$ cat config.mk
export PLATFORM = sky130hd
export DESIGN_NAME = x_wave_seq_flat
export DESIGN_NICKNAME = d
export VERILOG_FILES = /design/src/rtl/x_wave_seq_pkg.sv /design/src/rtl/x_wave_seq_if.sv /design/src/rtl/x_wave_seq.sv /design/src/flat_wrapper.sv
export SDC_FILE = /design/constraint.sdc
export NUM_CORES = 1
export LEC_CHECK = 0
export ABC_AREA = 1
export BUFFER_PORTS_ARGS = -buffer_cell sky130_fd_sc_hd__buf_4
export CAP_MARGIN = 30
export CORE_MARGIN = 2
export CORE_UTILIZATION = 56
export CTS_BUF_LIST = sky130_fd_sc_hd__clkbuf_4
export CTS_CLUSTER_DIAMETER = 50
export CTS_CLUSTER_SIZE = 28
export DETAILED_ROUTE_END_ITERATION = 16
export MAX_ROUTING_LAYER = met4
export PLACE_DENSITY = 0.85
export SKIP_CTS_REPAIR_TIMING = 1
export SLEW_MARGIN = 20
export SYNTH_ARGS = -nofsm -noshare
export SYNTH_HDL_FRONTEND = slang
export SYNTH_SLANG_ARGS = --single-unit
export TNS_END_PERCENT = 1
$ cat constraint.sdc
create_clock -name i_clk -period 2.1 [get_ports i_clk]
set_clock_uncertainty 0.05 [all_clocks]
set_input_delay 0 -clock i_clk [delete_from_list [all_inputs] [get_ports i_clk]]
set_output_delay 0 -clock i_clk [all_outputs]
set_load 0.01 [all_outputs]
$ cat src/rtl/x_wave_seq_pkg.sv
`default_nettype none
// ============================================================================
// x_wave_seq_pkg : shared types and constants for the waveform sequencer
// Revision 1.0
// ============================================================================
package x_wave_seq_pkg;

  localparam int ADDR_W           = 11;
  localparam int DATA_W           = 2;
  localparam int ENTRIES_PER_BYTE = 4;
  localparam int CNT_W            = $clog2(ENTRIES_PER_BYTE);

  typedef logic [ADDR_W-1:0] addr_t;
  typedef logic [DATA_W-1:0] data_t;
  typedef logic [CNT_W-1:0]  cnt_t;

  typedef enum logic [2:0] {
    IDLE = 3'd0,
    LOAD = 3'd1,
    RD   = 3'd2,
    CAP  = 3'd3,
    HOLD = 3'd4
  } state_t;

  // Entry idx of a loader byte; entry 0 lives in bits [1:0].
  function automatic data_t byte_entry(input logic [7:0] b, input cnt_t idx);
    logic [7:0] shifted;
    shifted = b >> {idx, 1'b0};
    return shifted[DATA_W-1:0];
  endfunction

endpackage
`default_nettype wire

$ cat src/rtl/x_wave_seq_if.sv
`default_nettype none
// ============================================================================
// x_wave_seq_if : load stream, playback control, sample stream and memory port
// Revision 1.0
// ============================================================================
interface x_wave_seq_if;
  import x_wave_seq_pkg::*;

  logic       i_load_valid;
  logic [7:0] i_load_data;
  logic       o_load_ready;
  logic       i_load_clr;
  logic       i_start;
  logic       i_stop;
  addr_t      i_len;
  logic       i_loop;
  logic       o_sample_valid;
  data_t      o_sample;
  logic       i_sample_ready;
  logic       o_busy;
  addr_t      o_mem_addr;
  logic       o_mem_we;
  data_t      o_mem_wdata;
  data_t      i_mem_rdata;

  modport master (
    input  i_load_valid, i_load_data, i_load_clr, i_start, i_stop, i_len, i_loop,
           i_sample_ready, i_mem_rdata,
    output o_load_ready, o_sample_valid, o_sample, o_busy, o_mem_addr, o_mem_we,
           o_mem_wdata
  );

  modport slave (
    output i_load_valid, i_load_data, i_load_clr, i_start, i_stop, i_len, i_loop,
           i_sample_ready, i_mem_rdata,
    input  o_load_ready, o_sample_valid, o_sample, o_busy, o_mem_addr, o_mem_we,
           o_mem_wdata
  );

endinterface
`default_nettype wire

$ cat src/rtl/x_wave_seq.sv
`default_nettype none
// ============================================================================
// x_wave_seq : loads packed bytes into the 2048x2 sample memory and streams
//              entries 0..len back out, optionally looping. Revision 1.0
// ============================================================================
module x_wave_seq
  import x_wave_seq_pkg::*;
(
  input  logic          i_clk,
  input  logic          i_rst,
  x_wave_seq_if.master  bus
);

  state_t     state_q, state_d;
  addr_t      wr_ptr_q, wr_ptr_d;
  addr_t      rd_ptr_q, rd_ptr_d;
  addr_t      len_q, len_d;
  logic       loop_q, loop_d;
  logic [7:0] byte_q, byte_d;
  cnt_t       cnt_q, cnt_d;
  data_t      sample_q, sample_d;
  logic       sample_valid_q, sample_valid_d;

  addr_t      mem_addr;
  logic       mem_we;
  data_t      mem_wdata;

  always_ff @(posedge i_clk or posedge i_rst) begin
    if (i_rst) begin
      state_q        <= IDLE;
      wr_ptr_q       <= '0;
      rd_ptr_q       <= '0;
      len_q          <= '0;
      loop_q         <= 1'b0;
      byte_q         <= '0;
      cnt_q          <= '0;
      sample_q       <= '0;
      sample_valid_q <= 1'b0;
    end else begin
      state_q        <= state_d;
      wr_ptr_q       <= wr_ptr_d;
      rd_ptr_q       <= rd_ptr_d;
      len_q          <= len_d;
      loop_q         <= loop_d;
      byte_q         <= byte_d;
      cnt_q          <= cnt_d;
      sample_q       <= sample_d;
      sample_valid_q <= sample_valid_d;
    end
  end

  always_comb begin
    state_d        = state_q;
    wr_ptr_d       = wr_ptr_q;
    rd_ptr_d       = rd_ptr_q;
    len_d          = len_q;
    loop_d         = loop_q;
    byte_d         = byte_q;
    cnt_d          = cnt_q;
    sample_d       = sample_q;
    sample_valid_d = sample_valid_q;

    unique case (state_q)
      IDLE: begin
        // Load beats start beats clear; lower-priority requests are dropped.
        if (bus.i_load_valid) begin
          byte_d  = bus.i_load_data;
          cnt_d   = '0;
          state_d = LOAD;
        end else if (bus.i_start) begin
          rd_ptr_d = '0;
          len_d    = bus.i_len;
          loop_d   = bus.i_loop;
          state_d  = RD;
        end else if (bus.i_load_clr) begin
          wr_ptr_d = '0;
        end
      end

      LOAD: begin
        wr_ptr_d = wr_ptr_q + addr_t'(1);
        cnt_d    = cnt_q + cnt_t'(1);
        if (cnt_q == cnt_t'(ENTRIES_PER_BYTE - 1)) begin
          state_d = IDLE;
        end
      end

      RD: begin
        if (bus.i_stop) begin
          sample_valid_d = 1'b0;
          state_d        = IDLE;
        end else begin
          state_d = CAP;
        end
      end

      CAP: begin
        if (bus.i_stop) begin
          sample_valid_d = 1'b0;
          state_d        = IDLE;
        end else begin
          sample_d       = bus.i_mem_rdata;
          sample_valid_d = 1'b1;
          state_d        = HOLD;
        end
      end

      HOLD: begin
        if (bus.i_stop) begin
          sample_valid_d = 1'b0;
          state_d        = IDLE;
        end else if (bus.i_sample_ready) begin
          sample_valid_d = 1'b0;
          if (rd_ptr_q != len_q) begin
            rd_ptr_d = rd_ptr_q + addr_t'(1);
            state_d  = RD;
          end else if (loop_q) begin
            rd_ptr_d = '0;
            state_d  = RD;
          end else begin
            state_d = IDLE;
          end
        end
      end

      default: begin
        state_d = IDLE;
      end
    endcase
  end

  // Memory port is a pure decode of registered state, never of inputs.
  always_comb begin
    mem_addr  = wr_ptr_q;
    mem_we    = 1'b0;
    mem_wdata = '0;
    unique case (state_q)
      LOAD: begin
        mem_we    = 1'b1;
        mem_wdata = byte_entry(byte_q, cnt_q);
      end
      RD, CAP, HOLD: begin
        mem_addr = rd_ptr_q;
      end
      default: begin
        mem_addr = wr_ptr_q;
      end
    endcase
  end

  assign bus.o_mem_addr     = mem_addr;
  assign bus.o_mem_we       = mem_we;
  assign bus.o_mem_wdata    = mem_wdata;
  assign bus.o_load_ready   = (state_q == IDLE);
  assign bus.o_busy         = (state_q != IDLE);
  assign bus.o_sample       = sample_q;
  assign bus.o_sample_valid = sample_valid_q;

endmodule
`default_nettype wire

$ cat src/flat_wrapper.sv
// flat-port wrapper written by rule: the top's interface ports become plain ports
module x_wave_seq_flat import x_wave_seq_pkg::*;
  (i_clk, i_rst, bus_i_load_valid, bus_i_load_data, bus_i_load_clr, bus_i_start, bus_i_stop, bus_i_len, bus_i_loop, bus_i_sample_ready, bus_i_mem_rdata, bus_o_load_ready, bus_o_sample_valid, bus_o_sample, bus_o_busy, bus_o_mem_addr, bus_o_mem_we, bus_o_mem_wdata);
  x_wave_seq_if bus_i ();
  input  logic i_clk;
  input  logic i_rst;
  input wire logic [$bits(bus_i.i_load_valid)-1:0] bus_i_load_valid;
  input wire logic [$bits(bus_i.i_load_data)-1:0] bus_i_load_data;
  input wire logic [$bits(bus_i.i_load_clr)-1:0] bus_i_load_clr;
  input wire logic [$bits(bus_i.i_start)-1:0] bus_i_start;
  input wire logic [$bits(bus_i.i_stop)-1:0] bus_i_stop;
  input wire logic [$bits(bus_i.i_len)-1:0] bus_i_len;
  input wire logic [$bits(bus_i.i_loop)-1:0] bus_i_loop;
  input wire logic [$bits(bus_i.i_sample_ready)-1:0] bus_i_sample_ready;
  input wire logic [$bits(bus_i.i_mem_rdata)-1:0] bus_i_mem_rdata;
  output wire logic [$bits(bus_i.o_load_ready)-1:0] bus_o_load_ready;
  output wire logic [$bits(bus_i.o_sample_valid)-1:0] bus_o_sample_valid;
  output wire logic [$bits(bus_i.o_sample)-1:0] bus_o_sample;
  output wire logic [$bits(bus_i.o_busy)-1:0] bus_o_busy;
  output wire logic [$bits(bus_i.o_mem_addr)-1:0] bus_o_mem_addr;
  output wire logic [$bits(bus_i.o_mem_we)-1:0] bus_o_mem_we;
  output wire logic [$bits(bus_i.o_mem_wdata)-1:0] bus_o_mem_wdata;
  assign bus_i.i_load_valid = bus_i_load_valid;
  assign bus_i.i_load_data = bus_i_load_data;
  assign bus_i.i_load_clr = bus_i_load_clr;
  assign bus_i.i_start = bus_i_start;
  assign bus_i.i_stop = bus_i_stop;
  assign bus_i.i_len = bus_i_len;
  assign bus_i.i_loop = bus_i_loop;
  assign bus_i.i_sample_ready = bus_i_sample_ready;
  assign bus_i.i_mem_rdata = bus_i_mem_rdata;
  assign bus_o_load_ready = bus_i.o_load_ready;
  assign bus_o_sample_valid = bus_i.o_sample_valid;
  assign bus_o_sample = bus_i.o_sample;
  assign bus_o_busy = bus_i.o_busy;
  assign bus_o_mem_addr = bus_i.o_mem_addr;
  assign bus_o_mem_we = bus_i.o_mem_we;
  assign bus_o_mem_wdata = bus_i.o_mem_wdata;
  x_wave_seq u_core (.i_clk(i_clk), .i_rst(i_rst), .bus(bus_i));
endmodule
# --- Word level (Yosys, flattened, before mapping) ---
# Index checks and enable logic that the tools add are counted.
op_classes:
  addsub: 3
  n_eq_ne: 18
  shifts: 1
  muxes: 31
  bitwise: 2
  reduce_logical: 14
ops:
  columns: ["operator", "n"]
  rows:
  - ["$mux 11", 10]
  - ["$pmux 11 s2", 2]
  - ["$add 11x1->11 const B", 2]
  - ["$mux 3", 7]
  - ["$ne 2x2->1 const B", 8]
  - ["$pmux 3 s5", 1]
  - ["$ne 11x11->1", 1]
  - ["$reduce_and 3->1", 3]
  - ["$mux 2", 4]
  - ["$shr 8x3->2", 1]
  - ["$eq 3x2->1 const B", 2]
  - ["$ne 3x3->1 const B", 2]
  - ["$reduce_and 2->1", 3]
  - ["$reduce_and 6->1", 1]
  - ["$reduce_bool 3->1", 2]
  - ["$mux 1", 5]
  - ["$pmux 2 s2", 1]
  - ["$reduce_and 4->1", 1]
  - ["$reduce_bool 2->1", 2]
  - ["$eq 3x1->1 const B", 1]
  - ["$eq 3x3->1 const B", 1]
  - ["$logic_not 3->1", 1]
  - ["$ne 3x1->1 const B", 1]
  - ["$pmux 1 s3", 1]
  - ["5 further kinds", 6]
totals:
  register_bits: 50
  inputBits: 29
  output_inout_bits: 19
  word_cells: 78

# --- Depth between registers and ports, before layout ---
# Gate-level depths: netlist of the first run.
depth:
  ltp_word: 5
  mapped_depth: 13
  mapped_depth_nobuf: 11

# --- Worst setup path before layout of the first run ---
# Ideal clock, no wire load.
synth_timing:
  path_kind: "reg2reg"
  from: "register u_core.state_q[1]"
  to: "register u_core.len_q[3]"
  setup_time_ps: 127
  t_arrival_ps: 1418
  required_time_ps: 1923
  setup_slack_ps: 504
  path_stages_with_launch: 9
  path_buffers: 1
  synth_period_minus_slack_ps: 1596
  cell_sequence: "dfrtp_1 > inv_2 > nand2_2 > nor2_4 > inv_2 > nor2_1 > nand2_1 > buf_6 > mux2_1"
synth_between:
  elab_chain_len: 2
synth_lines:
  columns: ["item", "line_no", "source"]
  rows:
  - ["start: declaration", "x_wave_seq.sv:14", "state_t state_q, state_d;"]
  - ["start signal: assignment", "x_wave_seq.sv:40", "state_q <= state_d;"]
  - ["$logic_not 3->1", null, null]
  - ["net bus_o_load_ready", "flat_wrapper.sv:16", "output wire logic [$bits(bus_i.o_load_ready)-1:0] bus_o_load_ready;"]
  - ["$reduce_and 3->1 (no line)", null, null]
  - ["end signal: assignment", "x_wave_seq.sv:43", "len_q <= len_d;"]
  - ["end: declaration", "x_wave_seq.sv:17", "addr_t len_q, len_d;"]
# The timed path passes the listed nets, and every way through them passes these cells.
# A chain may end at the register's enable or synchronous reset.

# --- Worst setup path after layout of the first run ---
layout_timing:
  from: "register u_core.state_q[1]"
  to: "output port bus_o_mem_addr[2]"
layout_between:
  elab_chain_len: 3
  elab_cells_between_ends: 5
  classes_between: "eq/ne: 3; mux: 1; reduce/logical: 1"
layout_lines:
  columns: ["item", "line_no", "source"]
  rows:
  - ["$eq 3x2->1 / $eq 3x3->1 (equally long branches)", "x_wave_seq.sv:137", "unique case (state_q)"]
  - ["$reduce_or 3->1 *", "x_wave_seq.sv:137", null]
  - ["$mux 11 *", "x_wave_seq.sv:137", null]
  - ["end: declaration", "flat_wrapper.sv:20", "output wire logic [$bits(bus_i.o_mem_addr)-1:0] bus_o_mem_addr;"]
# Every way passes the cells marked *; elsewhere a longest branch is shown, timed or not.

==> results.cfg, run 1 <==
[pwr]
powerDensity_nw_per_um2 = 1130
ir_worst_vdd_v = 0.000799
power_leakage_uw = 0.00178

[clock_tree]
clkSinkCount = 50
clk_path_buf_depth = 2
root_buffer = clkbuf_4
cts_buffers = 5
insertion_delay_ns = 0.38
cts_tree = built
clkTransAtPathRegs_ns = 0.14
cts_max_level = 2

[logic_synthesis]
synth_area_um2 = 2930
synthesis.nets = 403
synth_area_leaders = dfrtp_1 (43%), nand2_1 (12%), inv_1 (4.9%)
synthXorXnorAreaFrac = 0.0359
synth-warning-count = 0
synth-compound-area-share = 0.0875
synthTopCellsByCount = nand2_1 (96), dfrtp_1 (50), inv_1 (38)
netlist.area_leader.share = 0.427
synth_most_common_cell = nand2_1
synthDistinctLibCells = 34
avgSynthCellArea_um2 = 7.90
synth_edf_count = 0
synth_ff_type = dfrtp_1
ys_ff_latch = 50
synth-simple-area-share = 0.289
seq_area_frac_synth = 0.427
syn_inst = 371
async_reset_ff_frac = 1.00
synth_area_leader_cell = dfrtp_1
yosys.area_share.adder = 0.0128
synth_top_family_by_area = simple AND/OR/NAND/NOR gates
synth_mux_area_frac = 0.0512

[critical_path]
slowest_delay_ns = 0.44
crit_fanout = 9
crit_required_ns = 2.05
cp_slowest_cell = dfrtp_1
end_kind = output port
worstPathCellList = inv_4 > nand2_2 > nor2_4 > inv_2 > o21ai_4 > nand2_1 > o21ai_1 > buf_4
arrival_ns = 1.88
criticalPathCategory = reg2out
reg2reg_from = u_core.state_q[1]
crit_start = u_core.state_q[1]
setup.worst_path.start_class = register

[finish]
final_util = 0.723
fill_cells = 386
areaGrowthSynthToFinish_pct = 25.1
finalInstanceArea_um2 = 3670
antennaDiodeCount = 0
final_cells = 518
final_nets = 479
drive_gt1_frac = 0.210

[timing]
timing.fmax_ghz = 0.519
rsz0062_at_grt = no
worst_pin_slew_ns = 0.868
timing.setup.tns_ns = 0
layout_min_cycle_time_ns = 1.93
setup_viol = 0
slew_violations = 0
final_hold_viol_count = 0
finalCritPeriodShare = 0.918
slew_headroom = 0.417

[placed_design]
placed_cell_area_um2 = 3310
place_hpwl_mm = 4.79
placed_cells = 481
place_congestion = 0.935
portBuffers = 47

[routing]
vias = 2742
ant_nets = 0
first_pass_iters = 5
via_per_inst = 5.29
drt_iter0_drc = 250
detail_route.wl_per_cell_um = 14.3
routed_wl_mm = 7.39
drc = 0

[min_path]
hp-start = bus_i_start
hold_class = in2reg

[floorplan]
coreArea_um2 = 5070
initial_core_util = 0.577
dieArea_um2 = 5830
rows = 26
fp.dieW_um = 76.3
io_pins = 48
die_h_um = 76.3

[global_route]
track_usage = 0.232
grt_max_degree = 51
grt_pass1_vias = 2341
grt_pass1_wl_mm = 10.8
antenna_found_initial = 0
overflow = 0

[job]
drv_cap = 0

[run_status]
status = completed
[report_power, final]
group          switching [uW]  total (uW)  internal, uW
logic                    1160        2040           883
clock network             331         462           132
registers                 315        1620          1310
[sequential cells by signal, summed over array words and instances (netlist names)]
signal	count
u_core.state_q	3
u_core.rd_ptr_q	11
u_core.loop_q	1
u_core.byte_q	8
u_core.cnt_q	2
u_core.len_q	11
u_core.bus.o_sample_valid	1
u_core.bus.o_sample	2
u_core.wr_ptr_q	11
[worst max-delay path, delay by kind of cell, from the launching register on]
kind,cells,cell delay [ns]
buffers and inverters,3,0.44
flip-flops,1,0.44
AND/OR/NAND/NOR,3,0.39
AO/OA/AOI/OAI,2,0.26
[kinds of logic after synthesis]
kind of cell	after synthesis
and+or+nand+nor	186
buffers and inverters	59
DFF	50
AOI/OAI and AO/OA	48
muxes	13
xor gates and xnor gates	12
adders and majority gates	3
[cell type report]
class | instances | area [um^2] | share of cell area
timing repair buffer | 80 | 666 | 0.182
multi-input combinational | 264 | 1430 | 0.390
inverter | 46 | 175 | 0.0478
clock inverter | 3 | 20.0 | 0.00546
clock buffer | 5 | 37.5 | 0.0102
tap | 70 | 87.6 | 0.0239
sequential | 50 | 1250 | 0.342
[cell usage in the layout, fill, tap and decap left out, types with 7 or more instances in the layout]
master	n
nand2_1	96
buf_4	54
dfrtp_1	49
inv_1	37
nor2_1	37
dlygate4sd3_1	26
nand3_1	25
a21oi_1	19
o21ai_0	16
inv_2	8
xor2_1	8
nand4_1	7
mux2_1	7
[path summary, 6_finish.rpt]
check                                endpoint  slack [ns]  cells after the start
hold reg to reg            u_core.wr_ptr_q[7]        0.46                      1
max in group asynchronous   u_core.state_q[2]        1.25                      4
hold / removal              u_core.state_q[1]        0.01                      5
setup / recovery            bus_o_mem_addr[2]        0.17                      8
min in group asynchronous     u_core.cnt_q[0]        0.26                      4
setup reg to reg              u_core.len_q[8]        0.19                      8
[routing by layer]
layer | GRT usage | up-vias | share of wire
met2 | 0.368 | 106 | 0.50
met1 | 0.310 | 1281 | 0.43
met3 | 0.0438 | 8 | 0.056
li1 | - | 1347 | -
met5 | - | - | 0
met4 | 0.0600 | 0 | 0.0083
[per-stage QoR]
step	power (uW)	hold WS [ns]	setup slack (ns)
6_report	4130	0.0121	0.173
2_1_floorplan	2870	0.0817	0.504
4_1_cts	3940	-0.277	-0.0187
3_5_place_dp	3490	0.163	0.326
3_3_place_gp	3410	0.156	0.396
5_1_grt	4430	0.0209	0.0362
No activity file was read; power rests on OpenSTA's default activity.
==> run 2, diff against run 1 <==
- CORE_UTILIZATION: 56 -> 53
- clock period: 2.1 -> 1.6 ns (I/O delays scaled with it)
==> results.cfg, run 2 (synthesis results as in run 1) <==
[finish]
areaGrowthSynthToFinish_pct = 40.8
final_nets = 512
antennaDiodeCount = 0
final_cells = 553
layout_common_cells = nand2_1 (91), buf_4 (79), dfrtp_1 (47)
top_regs = u_core.len_q: 11 flops, u_core.rd_ptr_q: 11 flops, u_core.wr_ptr_q: 11 flops
final_common_cell = nand2_1
drive_gt1_frac = 0.308

[timing]
slew_violations = 0
timing.fmax_ghz = 0.543
finalCritPeriodShare = 1.15
slew_headroom = 0.641
final_hold_viol_count = 0
setup_viol = 26
layout_min_cycle_time_ns = 1.84
timing.final.ws_setup_ns = -0.242
whs_ns = 0.0376
rsz0062_at_grt = yes
worst_pin_slew_ns = 0.535

[routing]
drc = 0
routed_wl_mm = 8.50
ant_nets = 0
drt_iter0_drc = 355
first_pass_iters = 7
detail_route.wl_per_cell_um = 15.4
vias = 2976
via_per_inst = 5.38

[floorplan]
fp.dieW_um = 78.4
initial_core_util = 0.542
coreArea_um2 = 5410
die_h_um = 78.4
io_pins = 48
rows = 27
dieArea_um2 = 6140

[clock_tree]
root_buffer = clkbuf_4
clkTransAtPathRegs_ns = 0.15
clkSinkCount = 50
cts_buffers = 5
cts_max_level = 2
cts_tree = built
insertion_delay_ns = 0.37
clk_path_buf_depth = 2

[placed_design]
placed_cells = 507
portBuffers = 47
place_hpwl_mm = 5.19
dpl_worst_slack_ns = -0.0830
place_congestion = 0.909

[global_route]
antenna_found_initial = 0
overflow = 0
grt_max_degree = 34
grt_pass1_wl_mm = 11.2
grt_pass1_vias = 2549
track_usage = 0.237

[pwr]
power_leakage_uw = 0.00201
ir_worst_vdd_v = 0.00119
powerDensity_nw_per_um2 = 1560

[min_path]
hold_depth = 4
hold_class = in2reg

[critical_path]
arrival_ns = 1.79
setup.worst_path.start_class = register
criticalPathCategory = reg2out
end_kind = output port
reg2reg_depth = 9
crit_required_ns = 1.55
crit_fanout = 8

[run_status]
violations = negative setup slack
status = finished, violations left

[job]
drv_cap = 0
## run 2: worst max-delay path, stage by stage, from the launching register on
cell,delay (ns)
dfrtp_1,0.42
inv_2,0.10
nand2_4,0.08
nor2_4,0.13
inv_2,0.06
o21ai_4,0.07
buf_12,0.16
buf_12,0.11
nand2_1,0.07
o21ai_2,0.07
buf_4,0.14
## run 2: area by class of cell
| class | instances | area (um^2) |
|---|---|---|
| flip-flops and latches | 50 | 1250 |
| repair buffers | 115 | 1030 |
| clock buffers | 7 | 52.6 |
| fillers | 350 | 1280 |
| multi-input cells | 262 | 1500 |
| inverters | 46 | 173 |
| well taps | 72 | 90.1 |
| clock inverters | 1 | 30.0 |
## run 2: path summary, 6_finish.rpt
| path | start | end | slack (ns) |
|---|---|---|---|
| min reg2reg | u_core.wr_ptr_q[7] | u_core.wr_ptr_q[7] | 0.46 |
| min in group asynchronous | i_rst | u_core.cnt_q[1] | 0.11 |
| max reg2reg | u_core.rd_ptr_q[7] | u_core.rd_ptr_q[7] | -0.09 |
| min | bus_i_start | u_core.len_q[4] | 0.04 |
| max | u_core.state_q[1] | bus_o_mem_addr[9] | -0.24 |
| max in group asynchronous | i_rst | u_core.rd_ptr_q[5] | 0.85 |
## run 2: through the flow
stage	utilization	total power, uW	cell area (um^2)	setup TNS [ns]
global placement	0.652	4700	3530	0
global route	0.763	6830	4130	-6.25
detailed placement	0.652	4840	3530	-0.901
finish	0.763	6440	4130	-3.04
CTS	0.668	5590	3610	-4.40
floorplan	-	3760	2930	0
## run 2: layer usage
layer | up-vias | GRT usage | wire, um
met5 | - | - | 0
met4 | 0 | 0.0789 | 161
met3 | 19 | 0.0448 | 544
met2 | 142 | 0.391 | 4450
met1 | 1410 | 0.297 | 3340
li1 | 1405 | - | -
## run 2: power breakdown
group	total [uW]	switching [uW]	internal [uW]
Sequential	2110	396	1720
Clock	773	407	366
Combinational	3550	1850	1700
Total	6440	2650	3790
==> run 3, diff against run 2 <==
- CORE_UTILIZATION: 53 -> 56
- PLACE_DENSITY: 0.85 -> default
- PLACE_DENSITY_LB_ADDON: default -> 0.25
- clock period: 1.6 -> 2.3 ns (I/O delays scaled with it)
==> results.cfg, run 3 (synthesis results as in run 1) <==
[critical_path]
criticalPathCategory = reg2reg
reg2reg_from = u_core.rd_ptr_q[6]
reg2reg_to = u_core.state_q[1]
setup.worst_path.start_class = register
reg2reg_setup_slack_ns = 0.17
crit_start = u_core.rd_ptr_q[6]
cp_slowest_cell = dlygate4sd3_1
cpMostUsedCell = nand2_1
crit_fanout = 7
worstPathCellList = inv_1 > nand2_1 > nand2_1 > nand2_1 > nor2_2 > nand3_4 > nand2_4 > nand2_1 > nand2_1 > a21oi_1 > dlygate4sd3_1
end_kind = register
crit_required_ns = 2.54
arrival_ns = 2.37
reg2reg_depth = 11
slowest_delay_ns = 0.56

[global_route]
grt_max_degree = 51
track_usage = 0.243
grt_pass1_wl_mm = 11.0
antenna_found_initial = 0
overflow = 0
grt_pass1_vias = 2401

[clock_tree]
clkTransAtPathRegs_ns = 0.15
cts_buffers = 5
clk_path_buf_depth = 2
cts_max_level = 2
clkSinkCount = 50
cts_tree = built
insertion_delay_ns = 0.40
root_buffer = clkbuf_4

[placed_design]
place_hpwl_mm = 4.86
place_congestion = 0.867
dpl_worst_slack_ns = 0.414
portBuffers = 47

[finish]
layout_common_cells = nand2_1 (96), buf_4 (50), dfrtp_1 (50)
final_nets = 474
fill_cells = 413
final_common_cell = nand2_1
top_regs = u_core.len_q: 11 flops, u_core.rd_ptr_q: 11 flops, u_core.wr_ptr_q: 11 flops
drive_gt1_frac = 0.199
antennaDiodeCount = 0
areaGrowthSynthToFinish_pct = 24.1

[routing]
ant_nets = 0
via_per_inst = 5.19
drt_iter0_drc = 174
vias = 2660
first_pass_iters = 4
drc = 0
routed_wl_mm = 7.01
detail_route.wl_per_cell_um = 13.7

[pwr]
powerDensity_nw_per_um2 = 1040
power_leakage_uw = 0.00176
ir_worst_vdd_v = 0.000738

[timing]
setup_viol = 0
slew_violations = 0
slew_headroom = 0.395
timing.final.ws_setup_ns = 0.170
timing.setup.tns_ns = 0
whs_ns = -0.0158
finalCritPeriodShare = 0.926
worst_pin_slew_ns = 0.902
timing.fmax_ghz = 0.470
rsz0062_at_grt = no
layout_min_cycle_time_ns = 2.13
final_hold_viol_count = 1

[job]
drv_cap = 0

[min_path]
hp-start = bus_i_stop
hold_class = in2reg
hold_depth = 4
worstHoldEndpoint = u_core.state_q[0]

[run_status]
violations = negative hold slack
status = finished, violations left

[floorplan]
rows = 26
coreArea_um2 = 5070
initial_core_util = 0.577
die_h_um = 76.3
io_pins = 48
dieArea_um2 = 5830
fp.dieW_um = 76.3
==> run 3: cell count changes in the layout (fill, tap and decap cells not counted), moves of 3 or more <==
cell and change:
o21ai_1 +3, o21ai_0 +3, nand2_2 -4, nand2_1 +5, buf_4 -29, buf_12 -4
o21ai_2 -5, buf_6 -4, a21oi_1 +3, dfrtp_1 +3, dfrtp_2 -3
==> run 3: cell type report <==
cell class	instances	area, um^2	share of cell area
sequential	50	1250	0.344
clock buffer	5	37.5	0.0103
multi-input combinational	262	1400	0.384
timing repair buffer	77	646	0.178
tap	70	87.6	0.0241
inverter	46	173	0.0475
clock inverter	3	45.0	0.0124
==> run 3: worst max-delay path by stage <==
stage / endpoint / slack (ns) / cells past startpoint
3_5_place_dp: u_core.rd_ptr_q[3] / 0.41 / 10
5_1_grt: bus_o_mem_addr[0] / 0.02 / 6
6_report: u_core.state_q[1] / 0.17 / 11
2_1_floorplan: u_core.len_q[3] / 0.70 / 8
4_1_cts: bus_o_mem_addr[10] / 0.19 / 7
3_3_place_gp: u_core.rd_ptr_q[4] / 0.48 / 10
==> run 3: critical path, delay by kind of cell, from the launching register on <==
kind / cells / cell delay (ns)
buffers and inverters: 2 / 0.67
flip-flops: 1 / 0.49
AO/OA/AOI/OAI: 1 / 0.06
AND/OR/NAND/NOR: 8 / 0.75
==> run 3: where the power goes <==
group          total (uW)  switching [uW]  leakage, uW  internal (uW)
sequential           1470             271     0.000625           1190
clock                 538             310    0.0000374            228
combinational        1760             985      0.00110            777
total                3770            1570      0.00176           2200
==> run 3: per-stage QoR <==
step | area, um^2 | cells | hold slack, ns | total power [uW] | util
2_1_floorplan | 2930 | 371 | 0.0817 | 2620 | -
3_3_place_gp | 3280 | 478 | 0.157 | 3110 | 0.647
3_5_place_dp | 3280 | 478 | 0.163 | 3180 | 0.647
4_1_cts | 3370 | 486 | -0.283 | 3710 | 0.663
5_1_grt | 3640 | 513 | 0.0108 | 4050 | 0.716
6_report | 3640 | 513 | -0.0158 | 3770 | 0.716
==> run 3: layer usage <==
layer	up-vias	share of wire	track usage
met5	-	0	-
met4	0	0.020	0.124
met3	14	0.046	0.0379
met2	70	0.49	0.375
met1	1247	0.45	0.314
li1	1329	-	-
